[src/rtl/iq_upconverter.sv]
// IQ upconverter: 2-deep baseband FIFO, linear interpolator and NCO mixer.
// Drives an offset-binary DAC word from I*cos - Q*sin.
module iq_upconverter #(
  parameter int N           = 14,
  parameter int INTERP_LOG2 = 4
) (
  input  logic                CLK,
  input  logic                reset,
  input  logic                enable,
  input  logic                in_valid,
  output logic                in_ready,
  input  logic signed [N-1:0] in_i,
  input  logic signed [N-1:0] in_q,
  input  logic signed [N-1:0] nco_cos,
  input  logic signed [N-1:0] nco_sin,
  input  logic                nco_valid,
  output logic        [N-1:0] dac_out,
  output logic                out_valid,
  output logic                underrun,
  input  logic                underrun_clr
);

  localparam int L  = INTERP_LOG2;
  localparam int AW = N + L + 1;
  localparam int DW = N + 1;
  localparam int PW = 2 * N;
  localparam int SW = 2 * N + 1;

  localparam logic [N-1:0] MID = {1'b1, {(N-1){1'b0}}};
  localparam logic signed [SW-1:0] MAXV = SW'((2 ** (N - 1)) - 1);
  localparam logic signed [SW-1:0] MINV = ~MAXV;
  localparam logic signed [SW-1:0] RND  = SW'(2 ** (N - 2));

  typedef struct packed {
    logic signed [N-1:0] i;
    logic signed [N-1:0] q;
  } iq_t;

  iq_t        mem [2];
  iq_t        head;
  logic       wr_ptr;
  logic       rd_ptr;
  logic [1:0] count;
  logic       full;
  logic       empty;
  logic       push;
  logic       pop;

  assign full     = (count == 2'd2);
  assign empty    = (count == 2'd0);
  assign in_ready = !reset && !full;
  assign push     = in_valid && in_ready;
  assign head     = mem[rd_ptr];

  always_ff @(posedge CLK or posedge reset) begin
    if (reset) begin
      mem[0] <= '0;
      mem[1] <= '0;
      wr_ptr <= 1'b0;
      rd_ptr <= 1'b0;
      count  <= 2'd0;
    end else begin
      if (push) begin
        mem[wr_ptr] <= {in_i, in_q};
        wr_ptr      <= !wr_ptr;
      end
      if (pop) begin
        rd_ptr <= !rd_ptr;
      end
      unique case ({push, pop})
        2'b10:   count <= count + 2'd1;
        2'b01:   count <= count - 2'd1;
        default: ;
      endcase
    end
  end

  logic [L-1:0] cnt;
  logic         wrap;
  logic         starve;

  assign wrap   = enable && (cnt == {L{1'b1}});
  assign pop    = wrap && !empty;
  assign starve = wrap && empty;

  // A same-cycle starvation wins over the clear request.
  always_ff @(posedge CLK or posedge reset) begin
    if (reset) begin
      cnt      <= '0;
      underrun <= 1'b0;
    end else begin
      if (enable) begin
        cnt <= cnt + 1'b1;
      end
      if (starve) begin
        underrun <= 1'b1;
      end else if (underrun_clr) begin
        underrun <= 1'b0;
      end
    end
  end

  logic signed [N-1:0] nxt    [2];
  logic signed [N-1:0] interp [2];

  assign nxt[0] = head.i;
  assign nxt[1] = head.q;

  for (genvar c = 0; c < 2; c++) begin : g_ch
    logic signed [N-1:0]  tgt;
    logic signed [AW-1:0] acc;
    logic signed [DW-1:0] dlt;

    // acc holds value << L so a segment lands exactly on its target.
    always_ff @(posedge CLK or posedge reset) begin
      if (reset) begin
        tgt <= '0;
        acc <= '0;
        dlt <= '0;
      end else begin
        unique case (1'b1)
          pop: begin
            tgt <= nxt[c];
            acc <= {tgt[N-1], tgt, {L{1'b0}}};
            dlt <= {nxt[c][N-1], nxt[c]} - {tgt[N-1], tgt};
          end
          starve: begin
            acc <= {tgt[N-1], tgt, {L{1'b0}}};
            dlt <= '0;
          end
          (enable && !wrap): begin
            acc <= acc + {{L{dlt[DW-1]}}, dlt};
          end
          default: ;
        endcase
      end
    end

    assign interp[c] = acc[L +: N];
  end

  logic signed [N-1:0]  s1_i;
  logic signed [N-1:0]  s1_q;
  logic signed [N-1:0]  s1_c;
  logic signed [N-1:0]  s1_s;
  logic                 s1_g;
  logic signed [PW-1:0] p_i;
  logic signed [PW-1:0] p_q;
  logic                 s2_g;
  logic signed [SW-1:0] diff;
  logic signed [SW-1:0] sh;
  logic        [N-1:0]  clip;

  assign diff = SW'(p_i) - SW'(p_q);
  assign sh   = (diff + RND) >>> (N - 1);

  always_comb begin
    clip = sh[N-1:0];
    unique case (1'b1)
      (sh > MAXV): clip = MAXV[N-1:0];
      (sh < MINV): clip = MINV[N-1:0];
      default: ;
    endcase
  end

  always_ff @(posedge CLK or posedge reset) begin
    if (reset) begin
      s1_i      <= '0;
      s1_q      <= '0;
      s1_c      <= '0;
      s1_s      <= '0;
      s1_g      <= 1'b0;
      p_i       <= '0;
      p_q       <= '0;
      s2_g      <= 1'b0;
      dac_out   <= MID;
      out_valid <= 1'b0;
    end else begin
      s1_i      <= interp[0];
      s1_q      <= interp[1];
      s1_c      <= nco_cos;
      s1_s      <= nco_sin;
      s1_g      <= enable && nco_valid;
      p_i       <= PW'(s1_i) * PW'(s1_c);
      p_q       <= PW'(s1_q) * PW'(s1_s);
      s2_g      <= s1_g;
      dac_out   <= s2_g ? (clip ^ MID) : MID;
      out_valid <= s2_g;
    end
  end

endmodule
[config.mk]
export PLATFORM = sky130hd
export DESIGN_NAME = iq_upconverter
export DESIGN_NICKNAME = d
export VERILOG_FILES = /design/src/rtl/iq_upconverter.sv
export SDC_FILE = /design/constraint.sdc
export NUM_CORES = 2
export LEC_CHECK = 0
export CORE_MARGIN = 5
export CORE_UTILIZATION = 40
export DETAILED_ROUTE_END_ITERATION = 8
export GPL_TIMING_DRIVEN = 0
export PLACE_DENSITY = 0.62
export SLEW_MARGIN = 20
export SYNTH_ARGS = -nofsm -noshare
export SYNTH_HDL_FRONTEND = slang
export SYNTH_SLANG_ARGS = --single-unit
[constraint.sdc]
create_clock -name CLK -period 12.9 [get_ports CLK]
set_input_delay 1.29 -clock CLK [delete_from_list [all_inputs] [get_ports CLK]]
set_output_delay 1.29 -clock CLK [all_outputs]
set_load 0.05 [all_outputs]
==> run_results.csv <==
group,metric,value,unit
status,status,"finished clean",
sta,worstMarginPinSlew,0.806,ns
die,dieArea,77300,um^2
die,core-area,71400,um^2
critical_path,r2r-start,"s1_q[7]",
final_layout,area_delta_synth_final,11.5,%
clock_tree,cts-root-buf,"clkbuf_16",
logic_synthesis,syn_area,28700,um^2
placement,gp_congestion,0.903,
route,vias,19300,
sta,relSlewSlack,46.1,%
grt,grt.overflow.total,0,
logic_synthesis,ys_ff_latch,288,
sta,setup-tns-final,0,ns
die,die_x,278,um
placement,port_buffers,78,
logic_synthesis,synth.top_cells.by_area,"fa_1 (27%), dfrtp_1 (25%), ha_1 (11%)",
critical_path,crit_type,"reg2reg",
route,wl,65100,um
worst_hold_path,hp-start,"s1_g",
sta,setup_viol,0,
sta,skew,0.0537,ns
critical_path,cp-end-kind,"flop",
worst_hold_path,min_delay_path_depth,0,
critical_path,r2r_cells,21,
route,drtIter0Drc,897,
route,firstDrtPassIters,5,
logic_synthesis,synth_ff_type,"dfrtp_1",
logic_synthesis,yosysMostFrequentCell,"inv_1",
sta,whs,0.368,ns
worst_hold_path,hold_class,"reg2reg",
sta,hold_violations,0,
sta,slew_violations,0,
clock_tree,h-tree-depth,2,
clock_tree,post_cts_buffers,0,
clock_tree,clk_latency,0.58,ns
route,ant_nets,0,
logic_synthesis,netlist_instances,2889,
clock_tree,cts_hold_buffers,0,
final_layout,fin_util,44.9,%
logic_synthesis,synth.avg_cell_area,9.95,um^2
clock_tree,numCtsBuffers,36,
worst_hold_path,whs_endpoint,"s2_g",
grt,grt_start_max_net_pins,88,
logic_synthesis,synth.top_cell.area_share,27.4,%
die,ios,79,
clock_tree,clk_path_buf_depth,3,
route,avgRoutedWirePerCell,16.3,um
sta,finalCritPeriodShare,58.0,%
critical_path,reg2reg_to,"p_q[27]",
critical_path,arrival,7.83,ns
final_layout,num-fill-cells,6891,
grt,grt_pass1_vias,20100,
logic_synthesis,synth_commonest_cells,"inv_1 (536), fa_1 (394), dfrtp_1 (287)",
logic_synthesis,syn-num-nets,3596,
grt,grt_pass1_wl,107000,um
sta,min_period,7.48,ns
critical_path,crit_fanout,10,
logic_synthesis,synth-edff-count,0,
placement,dp_hpwl,53900,um
critical_path,start_kind,"flop",
sta,rsz0062_at_grt,"false",
logic_synthesis,synth_warnings,0,
route,remaining_drc_errors,0,
die,initial_core_util,40.3,%
logic_synthesis,synth_top_area_cell,"fa_1",
grt,grt_util_all_layers,16.9,%
clock_tree,cts_tree,"yes",
die,fp.dieH,278,um
clock_tree,clkTransAtPathRegs,0.06,ns
clock_tree,ctsResizeCount,0,
final_layout,nNetsFinal,3715,
logic_synthesis,synthArstFlopShare,100,%
sta,fmax,134,MHz
die,num_rows,98,
critical_path,required,13.25,ns
logic_synthesis,synth.distinct_cells,74,
flow_run,drv_cap,0,
clock_tree,clkSinkCount,288,
logic_synthesis,ys_seq_area_share,25.1,%
final_layout,drive_gt1_share,5.93,%
critical_path,r2r_slack,5.42,ns
grt,antenna_found_initial,4,
route,via_per_inst,4.85,
## how the worst max path moves through the flow
stage	depth (start not counted)	from	slack (ns)	endpoint
2_1_floorplan	1	reset	3.66	cnt[0]
3_3_place_gp	2	reset	-0.36	p_i[20]
3_5_place_dp	21	s1_q[7]	5.54	p_q[27]
4_1_cts	21	s1_q[7]	5.48	p_q[27]
5_1_grt	21	s1_q[6]	5.16	p_q[27]
6_report	21	s1_q[7]	5.42	p_q[27]
## metal layers
layer	global-route usage (%)	wire [um]	up-vias	share of wire, %
met5	0	19	-	0.029
met4	5.03	1920	4	2.9
met3	2.66	2980	100	4.6
met2	27.8	30500	353	47
met1	23.4	29700	9552	46
li1	-	-	9330	-
## through the flow
stage,cells,setup WS (ns),area (um^2)
after floorplan,2889,3.66,28700
after global placement,3917,-0.357,30700
after detailed placement,3920,5.54,30800
after CTS,3984,5.48,32000
after global routing,3984,5.16,32000
final,3985,5.42,32100
## worst max-delay path, cell delays in order (launching register included)
cell and delay [ns]:
dfrtp_1 0.49, clkbuf_1 0.49, nand2_1 0.16, fa_1 0.52
fa_1 0.50, inv_1 0.06, fa_1 0.50, inv_1 0.06
fa_1 0.55, fa_1 0.45, fa_1 0.53, inv_1 0.05
ha_1 0.33, o21a_1 0.15, and3_1 0.21, a2111oi_2 0.47
o31ai_1 0.20, a211o_1 0.35, a2111oi_0 0.50, o21bai_1 0.15
a21oi_1 0.19, xnor2_1 0.36
## cell type report
class / count / area (um^2) / area share (%)
diodes: 1 / 2.50 / 0.00781
plain buffers: 91 / 357 / 1.11
clock buffers: 47 / 992 / 3.10
clock inverters: 17 / 260 / 0.812
inverters: 538 / 2030 / 6.32
multi-input cells: 1972 / 19200 / 59.8
flip-flops and latches: 288 / 7210 / 22.5
well taps: 950 / 1190 / 3.71
repair buffers: 81 / 863 / 2.69
## cells in the final DEF (no fill, tap or decap), drive strengths merged, types with 28 or more instances in the layout
cell,n
clkdlybuf4s50,78
nand3,28
a21oi,115
nand2,264
ha,251
dfrtp,287
and2,217
xor2,35
mux2,82
xnor2,84
inv,541
fa,394
clkbuf,130
a21o,43
nor2,117
o21ai,94
## flip-flops by register name, summed over array words and instances (netlist names), 28 cells and up
signal,cells
p_i,28
g_ch.acc,36
p_q,28
mem,56
g_ch.dlt,30
g_ch.tgt,28
## cells by family after synthesis
logic type,count (synthesis),synth area share [%]
flops,288,25.1
xor+xnor,119,3.63
simple gates,743,12.7
mux,86,3.35
fa+ha+maj,645,38.4
buf+inv,629,8.27
compound gates,379,8.57
Power is not shown: default switching activity piles up to over one toggle a cycle in this logic, so the estimate is an artifact.
